File: src/rtl/tile_read_arbiter.sv
// rtl/tile_read_arbiter.sv - round-robin map tile read arbiter; TILE_ARB_PLAYER_PRIO_EN gives requester 0 strict priority
module tile_read_arbiter #(
    parameter int          NREQ     = 4,
    parameter int          RD_LAT   = 2,
    parameter int          MAP_W    = 13,
    parameter int          MAP_H    = 13,
    parameter logic [15:0] OOB_TILE = 16'hFFFF
) (
    input  logic                clk,
    input  logic                rst,
    input  logic [NREQ-1:0]     req,
    input  logic [4*NREQ-1:0]   req_x,
    input  logic [4*NREQ-1:0]   req_y,
    output logic [NREQ-1:0]     gnt,
    output logic [NREQ-1:0]     rvalid,
    output logic [15:0]         rdata,
    output logic                busy,
    output logic                ram_en,
    output logic [7:0]          ram_addr,
    input  logic [15:0]         ram_dout
);

    localparam int          PW        = (NREQ > 1) ? $clog2(NREQ) : 1;
    localparam logic [31:0] MAP_W_U   = 32'(MAP_W);
    localparam logic [31:0] MAP_H_U   = 32'(MAP_H);
    localparam logic [2:0]  WAIT_INIT = 3'(RD_LAT - 1);

    localparam logic [1:0] IDLE  = 2'd0;
    localparam logic [1:0] ISSUE = 2'd1;
    localparam logic [1:0] WAIT  = 2'd2;
    localparam logic [1:0] RESP  = 2'd3;

    logic [1:0]    state;
    logic [PW-1:0] ptr;
    logic [2:0]    wcnt;
    logic [3:0]    lat_x;
    logic [3:0]    lat_y;

    logic          sel_found;
    logic [PW-1:0] sel_idx;
    logic [PW-1:0] cand;
    logic [3:0]    sel_x;
    logic [3:0]    sel_y;
    logic          in_map;
    logic [7:0]    lat_addr;

    // Scan from ptr; with player priority requester 0 overrides the scan result
    always_comb begin
        sel_found = 1'b0;
        sel_idx   = '0;
        cand      = '0;
        for (int i = 0; i < NREQ; i++) begin
            cand = PW'((int'(ptr) + i) % NREQ);
            if (!sel_found && req[cand]) begin
                sel_found = 1'b1;
                sel_idx   = cand;
            end
        end
`ifdef TILE_ARB_PLAYER_PRIO_EN
        if (req[0]) begin
            sel_found = 1'b1;
            sel_idx   = '0;
        end
`endif
    end

    always_comb begin
        sel_x = '0;
        sel_y = '0;
        for (int i = 0; i < NREQ; i++) begin
            if (sel_idx == PW'(i)) begin
                sel_x = req_x[4*i +: 4];
                sel_y = req_y[4*i +: 4];
            end
        end
    end

    assign in_map   = ({28'd0, lat_x} < MAP_W_U) && ({28'd0, lat_y} < MAP_H_U);
    assign lat_addr = 8'({28'd0, lat_y} * MAP_W_U + {28'd0, lat_x});

    assign busy     = (state != IDLE);
    assign ram_en   = (state == ISSUE) && in_map;
    assign ram_addr = (state == ISSUE) ? lat_addr : 8'd0;

    always_ff @(posedge clk) begin
        if (rst) begin
            state  <= IDLE;
            gnt    <= '0;
            rvalid <= '0;
            rdata  <= '0;
            ptr    <= '0;
            wcnt   <= '0;
            lat_x  <= '0;
            lat_y  <= '0;
        end else begin
            case (state)
                IDLE: begin
                    if (sel_found) begin
                        gnt   <= {{(NREQ-1){1'b0}}, 1'b1} << sel_idx;
                        lat_x <= sel_x;
                        lat_y <= sel_y;
`ifdef TILE_ARB_PLAYER_PRIO_EN
                        if (sel_idx != '0)
                            ptr <= (sel_idx == PW'(NREQ-1)) ? '0 : sel_idx + 1'b1;
`else
                        ptr <= (sel_idx == PW'(NREQ-1)) ? '0 : sel_idx + 1'b1;
`endif
                        state <= ISSUE;
                    end
                end
                ISSUE: begin
                    wcnt  <= WAIT_INIT;
                    state <= WAIT;
                end
                // Final WAIT cycle is the one in which ram_dout is valid
                WAIT: begin
                    if (wcnt == 3'd0) begin
                        rdata  <= in_map ? ram_dout : OOB_TILE;
                        rvalid <= gnt;
                        state  <= RESP;
                    end else begin
                        wcnt <= wcnt - 3'd1;
                    end
                end
                RESP: begin
                    gnt    <= '0;
                    rvalid <= '0;
                    state  <= IDLE;
                end
                default: state <= IDLE;
            endcase
        end
    end

endmodule

File: config.mk
export PLATFORM = sky130hd
export DESIGN_NAME = tile_read_arbiter
export DESIGN_NICKNAME = d
export VERILOG_FILES = /design/src/rtl/tile_read_arbiter.sv
export SDC_FILE = /design/constraint.sdc
export NUM_CORES = 1
export LEC_CHECK = 0
export CAP_MARGIN = 20
export CORE_AREA = 5 5 74 89
export CTS_BUF_LIST = sky130_fd_sc_hd__clkbuf_8
export DETAILED_ROUTE_END_ITERATION = 6
export DIE_AREA = 0 0 79 94
export PLACE_DENSITY_LB_ADDON = 0.2
export RECOVER_POWER = 100
export SLEW_MARGIN = 30
export SYNTH_ARGS = -nofsm -noshare
export SYNTH_HDL_FRONTEND = slang
export SYNTH_SLANG_ARGS = --single-unit
File: constraint.sdc
create_clock -name clk -period 3.7 [get_ports clk]
set_input_delay 0.37 -clock clk [delete_from_list [all_inputs] [get_ports clk]]
set_output_delay 0.37 -clock clk [all_outputs]
set_load 0.05 [all_outputs]
# Word level (Yosys, flattened, before mapping)
# Cells that the tools add are included.
# op_classes
add_sub_neg	6
mul	1
div	0
order_cmp	6
eq_ne	9
shift	1
n_mux	36
bitwise_logic	0
reduce_logical	21
# op_table
operator	n
4-bit 2-to-1 mux	10
16-bit 2-to-1 mux	1
4-bit case mux with 2 select lines	2
2-bit 2-to-1 mux	7
2-bit by 3-bit < comparator with 1-bit output (second input constant)	4
2-bit AND reduction	6
8-bit by 4-bit adder with 8-bit output	1
1-bit binary-select mux with 2-bit select	4
2-bit == test (second input constant)	4
4-bit < comparator (second input constant)	2
4-bit by 4-bit multiplier with 8-bit output (second input constant)	1
1-bit 2-to-1 mux	8
8-bit 2-to-1 mux	1
2-bit case mux with 4 select lines	1
2-bit nonzero test	4
2-bit != test (second input constant)	3
3-bit case mux with 2 select lines	1
1-bit logical AND	5
2-bit by 1-bit adder with 2-bit output (second input constant)	2
2-bit adder (second input constant)	2
2-bit by 1-bit == test with 1-bit output (second input constant)	2
2-bit logical NOT	2
1-bit by 2-bit left shift with 4-bit output (first input constant)	1
1-bit logical NOT	3
other kinds (3)	3
# word_totals
reg_bits	39
latchBits	0
ramBits	0
rom_bits	0
input_bits	54
out_inout_bits	34
elab_cells	88
mem_count	0

# Depth between registers and ports, before layout
# logic_depth
depth_word	17
ltp_mapped	11
ltp_nobuf	10

# Worst setup path before layout
# Ideal clock, no wire load.
# synth_path
path_kind	register to output
startpoint	register lat_y[0]
endpoint	output ram_addr[5]
t_arrival_ns	3.206
required_time_ns	3.330
path_slack_ns	0.124
path_stages_with_launch	9
n_path_buf	0
path_cell_list	dfxtp_1 -> inv_1 -> ha_1 -> ha_1 -> fa_1 -> ha_1 -> a211oi_1 -> nor2_1 -> nor3_1
# synth_via
elab_chain_cells	3
# synth_rtl
item	line	source
start, declared	37	logic [3:0] lat_y;
start signal, assigned	101	lat_y <= sel_y;
4-bit by 4-bit multiplier with 8-bit output	79	assign lat_addr = 8'({28'd0, lat_y} * MAP_W_U + {28'd0, lat_x});
8-bit by 4-bit adder with 8-bit output	79	
8-bit 2-to-1 mux	83	assign ram_addr = (state == ISSUE) ? lat_addr : 8'd0;
end, declared	19	output logic [7:0] ram_addr,
# Every way passes these cells.

# Final worst setup path
# layout_path
startpoint	register lat_y[0]
endpoint	output ram_addr[6]
# The elaborated chain is that of the path after synthesis.

==> out/results.ini <==
[status]
status = completed

[cts]
cts_setup_buffers = 0
cts_tree = done
clk_path_buf_depth = 2
h-tree-depth = 2
clkSinkCount = 39
path_clk_slew_ps = 70
worstSkewPairLatency_ps = 280
cts_root_buf = clkbuf_8
numCtsBuffers = 5

[drt]
routedWlPerCell_um = 14.7
postRouteAntennaNets = 0
wl_met2_um = 3750
drc_errors = 0
wl_met3_um = 149
wl_um = 6680
met1_length_um = 2730
vias_per_cell = 5.39
highest_layer = met4
vias = 2442
drtPass1Iterations = 6
drt_iter0_drc = 94

[global_route]
grt_pass1_vias = 2435
grt_max_degree = 21
antenna_found_initial = 0
grt_use_total_pct = 18.5
overflow = 0
grt_first_pass_wirelength_um = 11200

[critical_path]
path_buf_inv = 2
cp_data_required_time_ps = 3330
worst_path_most_repeated_cell = ha_1
cp-end-kind = output pin
arrival_ps = 3200
cp_top_family = adder cells
crit_cells = 10
crit_chain = inv_1 -> ha_1 -> ha_1 -> fa_1 -> ha_2 -> o21ai_1 -> nor2_1 -> and4b_1 -> or4_1 -> buf_6
worst_path_largest_cell_delay_ps = 520
start_kind = flop
critical_path.slowest_cell = fa_1
reg2regPathDepth = 8
path_class = flop to output pin
crit_fanout = 5

[final_layout]
area_growth_syn_to_layout_pct = 36.7
drive_gt1_share_pct = 5.40
diodes = 0
fin_nets = 475

[synth]
ys_seq_area_share_pct = 30.5
synth_area_um2 = 2560
syn-mean-instance-area_um2 = 8.22
yosysUniqueCellTypes = 42
syn_nets = 398
yosys_warnings = 0
ys.flop_type = dfxtp_1
synthTopCellsByCount = nor2_1 (44), dfxtp_1 (39), nor3_1 (37)
ys_ff_latch = 39
synth.most_common_cell = nor2_1
async_flop_share_pct = 0
synth.area.top_cells = dfxtp_1 (31%), ha_1 (15%), nor3_1 (7.2%)
synth_edf_count = 0
synth_top_area_share_pct = 30.5
synth_cells = 311
post-synth-top-area-cell = dfxtp_1

[sta]
slew_headroom_pct = 9.72
max_freq_mhz = 280
min_period_ps = 3570
fin_setup_tns_ps = 0
setup_viol = 0
period_share_pct = 96.4
worstMarginPinSlew_ps = 1350
clock-skew-final_ps = 4.45
final_max_slew_viol_count = 0
hold_ws_ps = 471
finalHoldViolCount = 0

[power]
p_leak_uw = 0.00157
intPower_uw = 1370
pwr-share-seq_pct = 23.7
power_frac_comb_pct = 65.2
clkPwrFrac_pct = 11.1
powerDensity_nw_per_um2 = 793
ir_worst_vdd_mv = 0.450
p_switching_uw = 1400
swShare_pct = 50.6

[floorplanning]
core_area_um2 = 5590
die-area_um2 = 7430
die_x_um = 79
ios = 88
die_height_um = 94
initial_utilization_pct = 45.7
num_rows = 30

[placement]
place_hpwl_um = 5240
gp_congestion = 0.826
numPortBuffers = 87

[run]
drv_cap = 0

[worst_hold_path]
min_path_type = flop to flop
worstHoldPathCells = 2

==> power groups by stage <==
stage	registers, uW	logic [uW]	clock network (uW)
after floorplan	913	1110	0
after global placement	660	1840	0
after detailed placement	664	1880	0
after CTS	658	1890	321
after global routing	680	2010	342
final	657	1810	308
==> cell usage in the layout (no fill, tap or decap), types with 10 or more instances in the layout <==
cell,count
ha_1,30
nor3_1,37
inv_1,25
nand2_1,11
o21ai_0,10
a21oi_1,22
a22oi_1,17
nor2_1,45
dlygate4sd3_1,30
dfxtp_1,37
clkdlybuf4s50_1,53
==> registers in the layout, summed over array words and instances, names as in the netlist <==
name	cells
lat_x	4
rdata	16
wcnt	3
ptr	2
state	2
gnt	4
lat_y	4
rvalid	4
==> per-layer routing <==
| metal | track usage (%) | vias up |
|---|---|---|
| met5 | 0 | - |
| met4 | 4.58 | 0 |
| met3 | 3.36 | 6 |
| li1 | - | 1253 |
| met2 | 34.8 | 47 |
| met1 | 21.3 | 1136 |
==> what timing repair did <==
action	in CTS	in global routing
gates resized for setup	2	5
setup endpoints to repair	1	1
hold buffers	0	0
==> area by class of cell <==
| class | count | area (um2) |
|---|---|---|
| fillers | 522 | 2100 |
| multi-input cells | 230 | 1560 |
| repair buffers | 88 | 873 |
| flip-flops and latches | 39 | 788 |
| clock buffers | 7 | 96.3 |
| inverters | 24 | 90.1 |
| well taps | 64 | 80.1 |
| clock inverters | 1 | 3.75 |
==> stage by stage <==
| step | power [uW] | cell area (um2) | cells | util (%) | setup slack [ps] |
|---|---|---|---|---|---|
| floorplan | 2020 | 2560 | 311 | - | 124 |
| global placement | 2500 | 3430 | 445 | 61.4 | 369 |
| detailed placement | 2540 | 3430 | 445 | 61.4 | 297 |
| CTS | 2870 | 3530 | 453 | 63.2 | 32.5 |
| global route | 3030 | 3490 | 453 | 62.5 | -2.68 |
| finish | 2770 | 3490 | 453 | 62.5 | 133 |
==> kinds of logic (layout without fill, tap and decap cells) <==
kind of cell    after synthesis  after routing  synth area share (%)
buf+inv                      42            120                  6.85
xor+xnor                      2              2                 0.685
fa+ha+maj                    33             33                  16.7
simple gates                115            115                  22.5
mux                           3              3                  1.17
compound gates               77             77                  21.5
flops                        39             39                  30.5
==> tightest hold or removal path, stage by stage (launching register included) <==
cell and delay [ps]:
dfxtp_1 320, nand2_1 50, a21oi_1 60
==> worst paths after layout <==
path,start,to,slack [ps]
setup / recovery,lat_y[0],ram_addr[6],130
hold / removal,wcnt[1],wcnt[1],470
setup reg to reg,ptr[0],lat_x[3],1210
hold reg to reg,wcnt[1],wcnt[1],470
No activity file was read; power rests on OpenSTA's default activity.
